**config.mk**
```make
export PLATFORM = sky130hd
export DESIGN_NAME = temporizador_bcd
export DESIGN_NICKNAME = d
export VERILOG_FILES = /design/src/rtl/temporizador_pkg.sv /design/src/rtl/temporizador_bcd_dec2.sv /design/src/rtl/temporizador_bcd.sv
export SDC_FILE = /design/constraint.sdc
export NUM_CORES = 1
export LEC_CHECK = 0
export ABC_CLOCK_PERIOD_IN_PS = 6000
export CAP_MARGIN = 20
export CORE_AREA = 5 5 67 129
export CTS_BUF_LIST = sky130_fd_sc_hd__clkbuf_4 sky130_fd_sc_hd__clkbuf_8 sky130_fd_sc_hd__clkbuf_16
export DETAILED_ROUTE_END_ITERATION = 12
export DIE_AREA = 0 0 72 134
export PLACE_DENSITY_LB_ADDON = 0.05
export SLEW_MARGIN = 20
export SYNTH_ARGS = -nofsm -noshare
export SYNTH_HDL_FRONTEND = slang
export SYNTH_SLANG_ARGS = --single-unit
```
**constraint.sdc**
```tcl
create_clock -name clk -period 6 [get_ports clk]
set_input_delay 0.6 -clock clk [delete_from_list [all_inputs] [get_ports clk]]
set_output_delay 0.6 -clock clk [all_outputs]
set_load 0.03 [all_outputs]
```
**src/rtl/temporizador_pkg.sv**
```systemverilog
// Shared types and constants for the BCD countdown timer.
// The TIMER_AUTORELOAD_EN option is handled in temporizador_bcd.sv.
package temporizador_pkg;

  typedef enum logic [1:0] {
    ST_IDLE  = 2'd0,
    ST_RUN   = 2'd1,
    ST_PAUSE = 2'd2,
    ST_ALARM = 2'd3
  } state_t;

  localparam logic [1:0] SEL_SEG  = 2'd0;
  localparam logic [1:0] SEL_MIN  = 2'd1;
  localparam logic [1:0] SEL_HORA = 2'd2;
  localparam logic [1:0] SEL_NONE = 2'd3;

  localparam logic [7:0] BCD_MAX_59 = 8'h59;
  localparam logic [7:0] BCD_MAX_23 = 8'h23;

  // Both digits must be decimal; once they are, a plain byte compare orders BCD values.
  function automatic logic bcd_ok(input logic [7:0] v, input logic [7:0] lim);
    return (v[7:4] <= 4'd9) && (v[3:0] <= 4'd9) && (v <= lim);
  endfunction

endpackage

```
**src/rtl/temporizador_bcd_dec2.sv**
```systemverilog
// Two-digit BCD decrement with borrow; a borrow through 00 yields the wrap value.
import temporizador_pkg::*;

module bcd_dec2 (
  input  logic [7:0] value,
  input  logic       borrow_in,
  input  logic [7:0] wrap,
  output logic [7:0] next,
  output logic       borrow_out
);

  always_comb begin
    next       = value;
    borrow_out = 1'b0;
    if (borrow_in) begin
      if (value == 8'h00) begin
        next       = wrap;
        borrow_out = 1'b1;
      end else if (value[3:0] == 4'd0) begin
        next = {value[7:4] - 4'd1, 4'd9};
      end else begin
        next = {value[7:4], value[3:0] - 4'd1};
      end
    end
  end

endmodule

```
**src/rtl/temporizador_bcd.sv**
```systemverilog
// BCD HH:MM:SS countdown timer with latched alarm and byte-wide count readout.
// Optional TIMER_AUTORELOAD_EN: dismissing the alarm reloads the programmed duration.
import temporizador_pkg::*;

module temporizador_bcd #(
  parameter int CLK_HZ  = 100_000_000,
  parameter int TICK_HZ = 1
) (
  input  logic       clk,
  input  logic       reset,
  input  logic       load,
  input  logic [7:0] in_hora,
  input  logic [7:0] in_min,
  input  logic [7:0] in_seg,
  input  logic       start,
  input  logic       pause,
  input  logic       btn_desactivar,
  input  logic [1:0] field_sel,
  output logic [7:0] out_count_dato,
  output logic       estado_alarma,
  output logic       running,
  output logic       load_err
);

  localparam int PRESCALE = CLK_HZ / TICK_HZ;
  localparam int PW       = (PRESCALE > 2) ? $clog2(PRESCALE) : 1;
  localparam logic [PW-1:0] PRE_MAX = PW'(PRESCALE - 1);

  state_t        state;
  logic [PW-1:0] presc;
  logic [7:0]    hora, min, seg;
  logic [7:0]    prog_hora, prog_min, prog_seg;

  logic [7:0] hora_nx, min_nx, seg_nx, sel_byte;
  logic       seg_bo, min_bo, hora_bo;
  logic       tick, load_ok, cnt_zero, zero_next;

  assign tick      = (state == ST_RUN) && (presc == PRE_MAX);
  assign load_ok   = bcd_ok(in_hora, BCD_MAX_23) && bcd_ok(in_min, BCD_MAX_59) &&
                     bcd_ok(in_seg, BCD_MAX_59);
  assign cnt_zero  = ({hora, min, seg} == 24'h0);
  assign zero_next = ({hora_nx, min_nx, seg_nx} == 24'h0);

  bcd_dec2 u_dec_seg (
    .value(seg), .borrow_in(tick), .wrap(BCD_MAX_59),
    .next(seg_nx), .borrow_out(seg_bo)
  );

  bcd_dec2 u_dec_min (
    .value(min), .borrow_in(seg_bo), .wrap(BCD_MAX_59),
    .next(min_nx), .borrow_out(min_bo)
  );

  // Hours never wrap: zero is caught one tick earlier, so hora_bo only guards the update.
  bcd_dec2 u_dec_hora (
    .value(hora), .borrow_in(min_bo), .wrap(8'h00),
    .next(hora_nx), .borrow_out(hora_bo)
  );

  always_comb begin
    sel_byte = 8'h00;
    case (field_sel)
      SEL_SEG:  sel_byte = seg;
      SEL_MIN:  sel_byte = min;
      SEL_HORA: sel_byte = hora;
      SEL_NONE: sel_byte = 8'h00;
      default:  sel_byte = 8'h00;
    endcase
  end

  always_ff @(posedge clk) begin
    if (reset) begin
      state          <= ST_IDLE;
      presc          <= '0;
      hora           <= 8'h00;
      min            <= 8'h00;
      seg            <= 8'h00;
      prog_hora      <= 8'h00;
      prog_min       <= 8'h00;
      prog_seg       <= 8'h00;
      out_count_dato <= 8'h00;
      estado_alarma  <= 1'b0;
      running        <= 1'b0;
      load_err       <= 1'b0;
    end else begin
      load_err       <= 1'b0;
      out_count_dato <= sel_byte;
      case (state)
        ST_IDLE, ST_PAUSE: begin
          if (load) begin
            if (load_ok) begin
              {hora, min, seg}                <= {in_hora, in_min, in_seg};
              {prog_hora, prog_min, prog_seg} <= {in_hora, in_min, in_seg};
            end else begin
              load_err <= 1'b1;
            end
          end else if (start && !cnt_zero) begin
            state   <= ST_RUN;
            running <= 1'b1;
            // Resuming from PAUSE keeps the partial second already counted.
            if (state == ST_IDLE) presc <= '0;
          end
        end
        ST_RUN: begin
          if (pause) begin
            state   <= ST_PAUSE;
            running <= 1'b0;
          end else if (tick) begin
            presc <= '0;
            if (!hora_bo) {hora, min, seg} <= {hora_nx, min_nx, seg_nx};
            if (zero_next) begin
              state         <= ST_ALARM;
              running       <= 1'b0;
              estado_alarma <= 1'b1;
            end
          end else begin
            presc <= presc + 1'b1;
          end
        end
        ST_ALARM: begin
          if (btn_desactivar) begin
            state         <= ST_IDLE;
            estado_alarma <= 1'b0;
`ifdef TIMER_AUTORELOAD_EN
            {hora, min, seg} <= {prog_hora, prog_min, prog_seg};
`else
            {hora, min, seg} <= 24'h0;
`endif
          end
        end
        default: begin
          state         <= ST_IDLE;
          running       <= 1'b0;
          estado_alarma <= 1'b0;
        end
      endcase
    end
  end

endmodule

```
==> summary.md, run 1 <==
| Metric | Value |
|---|---|
| Status | `complete, no violations` |
| Least-Margin Pin Slew | `0.964 ns` |
| Initial antenna violation count | `0` |
| Hold WC Path Type | `flip-flop to flip-flop` |
| Post-synthesis compound-gate area fraction | `18.6%` |
| RePlAce Congestion | `0.926` |
| Synth top area share | `32.3%` |
| Num CTS Buffers | `9` |
| DP Worst Slack | `2.13 ns` |
| Rows | `45` |
| Routed vias | `3,980` |
| Clk_skew | `0.00587 ns` |
| Crit. path cell count | `10` |
| Hold Violations, Final | `0` |
| Antenna Nets Post-Route | `0` |
| Switch Pwr | `215 uW` |
| Seq/Total Area, Yosys | `32.3%` |
| Largest delay contributor family on the critical path | `simple AND/OR/NAND/NOR gates` |
| Sequential Power Share | `41.9%` |
| Final period util | `65.9%` |
| Layout Nets | `591` |
| Leak pwr | `0.00159 uW` |
| Drt total wl | `12,000 um` |
| Area grow syn2layout | `19.5%` |
| Crit-path max cell delay | `0.72 ns` |
| Sw Ratio | `21.0%` |
| Critical Path RT | `6.19 ns` |
| Critical path peak fanout | `9` |
| P per Cell Area | `216 mW/mm2` |
| Syn_nets | `562` |
| Setup crit end kind | `flip-flop` |
| Most numerous cell in the Yosys netlist | `nor2_1` |
| Hold buffer count at cts | `0` |
| Clock Latency Late Sink | `0.33 ns` |
| CTS root buf | `clkbuf_16` |
| Post-Synthesis Cells | `518` |
| Critical path type | `flip-flop to flip-flop` |
| Die width | `72 um` |
| Sum Neg Setup Slack | `0 ns` |
| Number of remaining DRC errors | `0` |
| Peak supply drop | `188 uV` |
| Async set-or-reset flop fraction in the synthesized netlist | `0%` |
| Internal power | `808 uW` |
| Port bufs | `42` |
| Die area | `0.00965 mm2` |
| Cts repair resizes | `0` |
| RSZ-0062 raised after global routing | `no` |
| Share of cells above drive strength 1 | `6.34%` |
| Peak Freq | `0.253 GHz` |
| Reg2Reg Depth | `10` |
| Design Power | `1020 uW` |
| Area contributors post-synth | `dfxtp_1 32%, nor2_1 8.8%, a21oi_1 4.4%, mux2i_1 4.0%, ha_1 3.8%` |
| Largest net degree at the start of global routing | `40` |
| Initial Utilization | `52.6%` |
| Post-synth EDFFs | `0` |
| Count of final max-slew check failures | `0` |
| Max capacitance violation total | `0` |
| Combinational share of power | `6.0%` |
| Syn avg cell area | `7.66 um2` |
| Synth cell types | `57` |
| Grt total ovfl | `0` |
| Mux share of post-synthesis cell area | `4.04%` |
| Final min period | `3.95 ns` |
| DR pass1 iterations | `4` |
| DP HPWL | `9120 um` |
| CTS Buffer Depth | `2` |
| DIE HEIGHT | `134 um` |
| Vias in the first global route | `3,979` |
| Hold path depth | `2` |
| Clock-pin slew on the worst setup and hold paths | `0.05 ns` |
| Post-synthesis simple-gate area fraction | `30.4%` |
| Tot GR Track Use | `25.7%` |
| CTS tree | `done` |
| Core Region | `0.00754 mm2` |
| Clock share of power | `52.1%` |
| Crit path cell chain | `inv_1 -> ha_1 -> nor3b_1 -> nand4_1 -> nor4_4 -> mux2i_1 -> nand4_1 -> or4_4 -> o41ai_2 -> a221oi_1` |
| Crit path arrival time | `4.14 ns` |
| Setup crit start kind | `flip-flop` |
| Routed WL per cell | `18.5 um` |
| Slew HR | `35.7%` |
| Post-Synth Adder-Cell Area | `3.78%` |
| DR vias/cell | `6.16` |
| Most frequent cells after synthesis | `93 x nor2_1, 64 x dfxtp_1, 35 x a21oi_1` |
| Clock Sinks | `64` |
| Ys flop type | `dfxtp_1` |
| Slowest-stage cell, CP | `nor4_4` |
| Diodes inserted | `0` |
| Syn. warnings | `0` |
| First-pass GRT wire length | `19,400 um` |
| Worst Path Buf+Inv | `1` |
| Setup bufs post-CTS | `0` |
| Detailed Route Iter0 Violations | `286` |
| Combinational family with the most area after synthesis | `simple AND/OR/NAND/NOR gates` |
| Final worst slack | `2.05 ns` |
| Synth Area in XOR/XNOR | `5.74%` |
| Top Ports | `43` |
| # setup viols final | `0` |
| Critical Path Most Common Cell | `nand4_1` |
| H-tree depth | `3` |
| Post-Syn Area | `0.00397 mm2` |
| Synth area leader | `dfxtp_1` |
| Yosys reg bits | `64` |
state kept, by name, summed over array words and instances (netlist names), 2 cells and up:
signal and count:
out_count_dato 8, hora 8, min 8, presc 27, seg 8, state 2
worst min-delay path, cell delays in order (launching register included):
cell      delay, ns
dfxtp_1        0.32
o41ai_2        0.05
a221oi_1       0.06
stage by stage:
stage               std cells  utilization (%)  hold slack [ns]  area (um2)
finish                    646             62.8            0.487        4740
global placement          630             58.8            0.481        4430
global route              646             62.8            0.515        4740
floorplan                 518                -            0.467        3970
detailed placement        630             58.8            0.469        4430
CTS                       646             62.8            0.491        4740
routing by layer:
metal	track usage (%)	vias up	share of wire, %
met1	25.3	1846	35
met4	16.5	0	5.6
li1	-	1933	-
met3	4.88	50	5.3
met2	47.1	151	54
met5	0	-	0
cells in the final DEF (no fill, tap or decap), drive strengths merged, types with 4 or more instances in the layout:
cell type	Yosys	final
nor2	93	93
dfxtp	64	64
clkdlybuf4s50	0	42
a21oi	35	35
nand2	34	34
o21ai	23	23
nand3	22	22
inv	21	21
a211oi	19	19
nor3	18	18
mux2i	16	16
xor2	14	14
nand4	13	13
clkbuf	26	13
xnor2	12	12
ha	12	12
nor4	12	12
nor3b	8	8
or3	7	7
buf	5	7
a311oi	5	5
or4	5	5
and4	4	4
a31oi	4	4
area by class of cell:
class,count,area (um2)
tap,94,118
timing repair buffer,49,473
multi-input combinational,402,2480
fill,679,2800
clock buffer,13,268
clock inverter,3,40.0
inverter,21,78.8
sequential,64,1280
kinds of logic (layout without fill, tap and decap cells):
| logic type | Yosys count | after routing |
|---|---|---|
| compound gates | 112 | 112 |
| simple gates | 236 | 236 |
| mux | 16 | 16 |
| buf+inv | 52 | 86 |
| fa+ha+maj | 12 | 12 |
| flops | 64 | 64 |
| xor+xnor | 26 | 26 |
power by group through the flow:
stage / Combinational, uW / Sequential (uW) / Clock (uW)
after floorplan: 27.8 / 438 / 0
after global placement: 60.5 / 438 / 0
after detailed placement: 60.7 / 438 / 0
after CTS: 61.1 / 429 / 537
after global routing: 65.3 / 429 / 561
final: 61.3 / 429 / 532
final timing paths:
kind,startpoint,end,slack [ns]
worst max register to register,min[0],running,2.05
worst min register to register,running,running,0.49
worst max-delay path,min[0],running,2.05
worst min-delay path,running,running,0.49
No activity file was read; power rests on OpenSTA's default activity.
==> run 2: changes to the inputs <==
Settings changed: ABC_CLOCK_PERIOD_IN_PS 6000 to 4000.
Clock period 6 ns to 4 ns, I/O delays scaled along.
==> run 2 against run 1 <==
  * Core utilization increased by 0.88 points
  * Design area grew 1.4%
  * Critical endpoint unchanged
  * Combinational power increased by 53%
  * Maximum frequency up 9.9%
  * Total power rose by 47%
  * Sequential power grew 50%
  * Register-to-register slack worse by 1.6 ns
  * Setup slack worse by 1.6 ns
  * Global-route usage increased by 0.40 points
  * Sequential cell count did not move
  * Highest routed layer unchanged
==> summary.md, run 2 (same netlist as run 1, synthesis figures left out) <==
| Metric | Value |
|---|---|
| Top reg by flops | `presc (unchanged)` |
| Hold path depth | `2 (unchanged)` |
| Hold Path End | `presc[22] (was running)` |
| Reg2Reg Depth | `9 (was 10)` |
| Cts repair resizes | `0 (unchanged)` |
| Most common cell after layout, fill and taps aside | `nor2_1 (unchanged)` |
| Reg2reg setup slack | `0.40 ns (was 2.05 ns)` |
| Hold buffer count at cts | `0 (unchanged)` |
| Tot GR Track Use | `26.1% (was 25.7%)` |
| Largest net degree at the start of global routing | `40 (unchanged)` |
| Hold Violations, Final | `0 (unchanged)` |
| Hold Crit Start | `presc[22] (was running)` |
| Clk_skew | `0.00653 ns (was 0.00587 ns)` |
| Vias in the first global route | `4,056 (was 3,979)` |
| Slew HR | `52.3% (was 35.7%)` |
| Design Power | `1500 uW (was 1020 uW)` |
| First-pass GRT wire length | `19,400 um (about the same)` |
| Peak supply drop | `280 uV (was 188 uV)` |
| Leak pwr | `0.00163 uW (was 0.00159 uW)` |
| H-tree depth | `3 (unchanged)` |
| Least-Margin Pin Slew | `0.715 ns (was 0.964 ns)` |
| Peak Freq | `0.278 GHz (was 0.253 GHz)` |
| Grt total ovfl | `0 (unchanged)` |
| DR vias/cell | `6.21 (was 6.16)` |
| Max capacitance violation total | `0 (unchanged)` |
| DIE HEIGHT | `134 um (unchanged)` |
| Critical path type | `flip-flop to flip-flop (unchanged)` |
| DP HPWL | `9340 um (was 9120 um)` |
| Die width | `72 um (unchanged)` |
| Initial Utilization | `52.6% (unchanged)` |
| Clock Sinks | `64 (unchanged)` |
| P per Cell Area | `312 mW/mm2 (was 216 mW/mm2)` |
| RePlAce Congestion | `0.951 (was 0.926)` |
| Critical Path RT | `4.20 ns (was 6.19 ns)` |
| Grt peak-use layer | `met2 (unchanged)` |
| Hold WC Path Type | `flip-flop to flip-flop (unchanged)` |
| Clock Latency Late Sink | `0.34 ns (was 0.33 ns)` |
| Area grow syn2layout | `21.1% (was 19.5%)` |
| Setup bufs post-CTS | `0 (unchanged)` |
| CTS root buf | `clkbuf_16 (unchanged)` |
| Port bufs | `42 (unchanged)` |
| RSZ-0062 raised after global routing | `no (unchanged)` |
| Top Ports | `43 (unchanged)` |
| Clock-pin slew on the worst setup and hold paths | `0.05 ns (about the same)` |
| Routed WL per cell | `18.5 um (about the same)` |
| Met2 GRT Util | `47.1% (about the same)` |
| Number of remaining DRC errors | `0 (unchanged)` |
| Routed vias | `4,077 (was 3,980)` |
| Num CTS Buffers | `9 (unchanged)` |
| Status | `complete, no violations (unchanged)` |
| Met3 GRT Util | `5.18% (was 4.88%)` |
| Share of cells above drive strength 1 | `8.01% (was 6.34%)` |
| Core Region | `0.00754 mm2 (unchanged)` |
| Antenna Nets Post-Route | `0 (unchanged)` |
| Count of final max-slew check failures | `0 (unchanged)` |
| Crit path arrival time | `3.80 ns (was 4.14 ns)` |
| Setup crit start kind | `flip-flop (unchanged)` |
| DR pass1 iterations | `5 (was 4)` |
| FF-to-FF Start | `presc[0] (was min[0])` |
| Diodes inserted | `0 (unchanged)` |
| Final min period | `3.60 ns (was 3.95 ns)` |
| Sum Neg Setup Slack | `0 ns (unchanged)` |
| Final period util | `90.0% (was 65.9%)` |
| CTS tree | `done (unchanged)` |
| Drt total wl | `12,200 um (was 12,000 um)` |
| Critical R2R Capture | `running (unchanged)` |
| Die area | `0.00965 mm2 (unchanged)` |
| Most frequent cells in the layout | `93 x nor2_1, 64 x dfxtp_1, 42 x clkdlybuf4s50_1 (unchanged)` |
| Rows | `45 (unchanged)` |
| Number of flip-flops in the largest register | `27 (unchanged)` |
| CTS Buffer Depth | `2 (unchanged)` |
| Detailed Route Iter0 Violations | `309 (was 286)` |
| Initial antenna violation count | `0 (unchanged)` |
| Layout Nets | `602 (was 591)` |
| Setup crit end kind | `flip-flop (unchanged)` |
| # setup viols final | `0 (unchanged)` |
| GR Layer Usage met1 | `25.0% (was 25.3%)` |
| Critical path peak fanout | `8 (was 9)` |
## run 2: changes by cell type in the layout (fill, tap and decap cells not counted), sizes merged
| cell | before | now |
|---|---|---|
| bufinv | 1 | 0 |
| clkinv | 2 | 1 |
| clkinvlp | 0 | 1 |
| buf | 7 | 18 |
## run 2: metal layers
metal  vias up  wire length (um)
met5         -                 0
met4         0               826
met3        52               555
met2       135              6490
met1      1934              4280
li1       1956                 -
## run 2: area by class of cell
type	instances	area, um2
Multi-Input combinational cell	402	2480
Fill cell	696	2740
Timing Repair Buffer	60	556
Sequential cell	64	1280
Clock buffer	13	280
Clock inverter	2	12.5
Inverter	21	78.8
Tap cell	94	118
## run 2: where the power goes
| part | switching [uW] | total (uW) | internal (uW) | leakage [uW] |
|---|---|---|---|---|
| combinational | 48.1 | 93.8 | 45.7 | 0.000975 |
| sequential | 2.86 | 643 | 640 | 0.000516 |
| clock | 281 | 763 | 482 | 0.000144 |
## run 2: critical path, cell delays in order (launching register included)
cell and delay [ns]:
dfxtp_1 0.38, ha_1 0.22, or4b_1 0.45, or4_4 0.61
or3_1 0.48, o22ai_2 0.23, nand4_1 0.11, or4_4 0.55
o41ai_2 0.32, a221oi_1 0.11
## run 2: how the worst max path moves through the flow
stage | start | slack, ns | endpoint
detailed placement | presc[0] | 0.40 | running
CTS | presc[0] | 0.40 | running
floorplan | presc[0] | 0.47 | running
global placement | presc[0] | 0.48 | running
global route | presc[0] | 0.24 | running
finish | presc[0] | 0.40 | running
## run 2: per-stage QoR
stage | cell area (um2) | utilization [%] | instances | worst slack [ns] | hold WS [ns]
2_1_floorplan | 3970 | - | 518 | 0.469 | 0.467
3_3_place_gp | 4510 | 59.8 | 641 | 0.475 | 0.481
3_5_place_dp | 4510 | 59.8 | 641 | 0.401 | 0.491
4_1_cts | 4810 | 63.7 | 656 | 0.403 | 0.498
5_1_grt | 4810 | 63.7 | 656 | 0.235 | 0.526
6_report | 4810 | 63.7 | 656 | 0.402 | 0.498
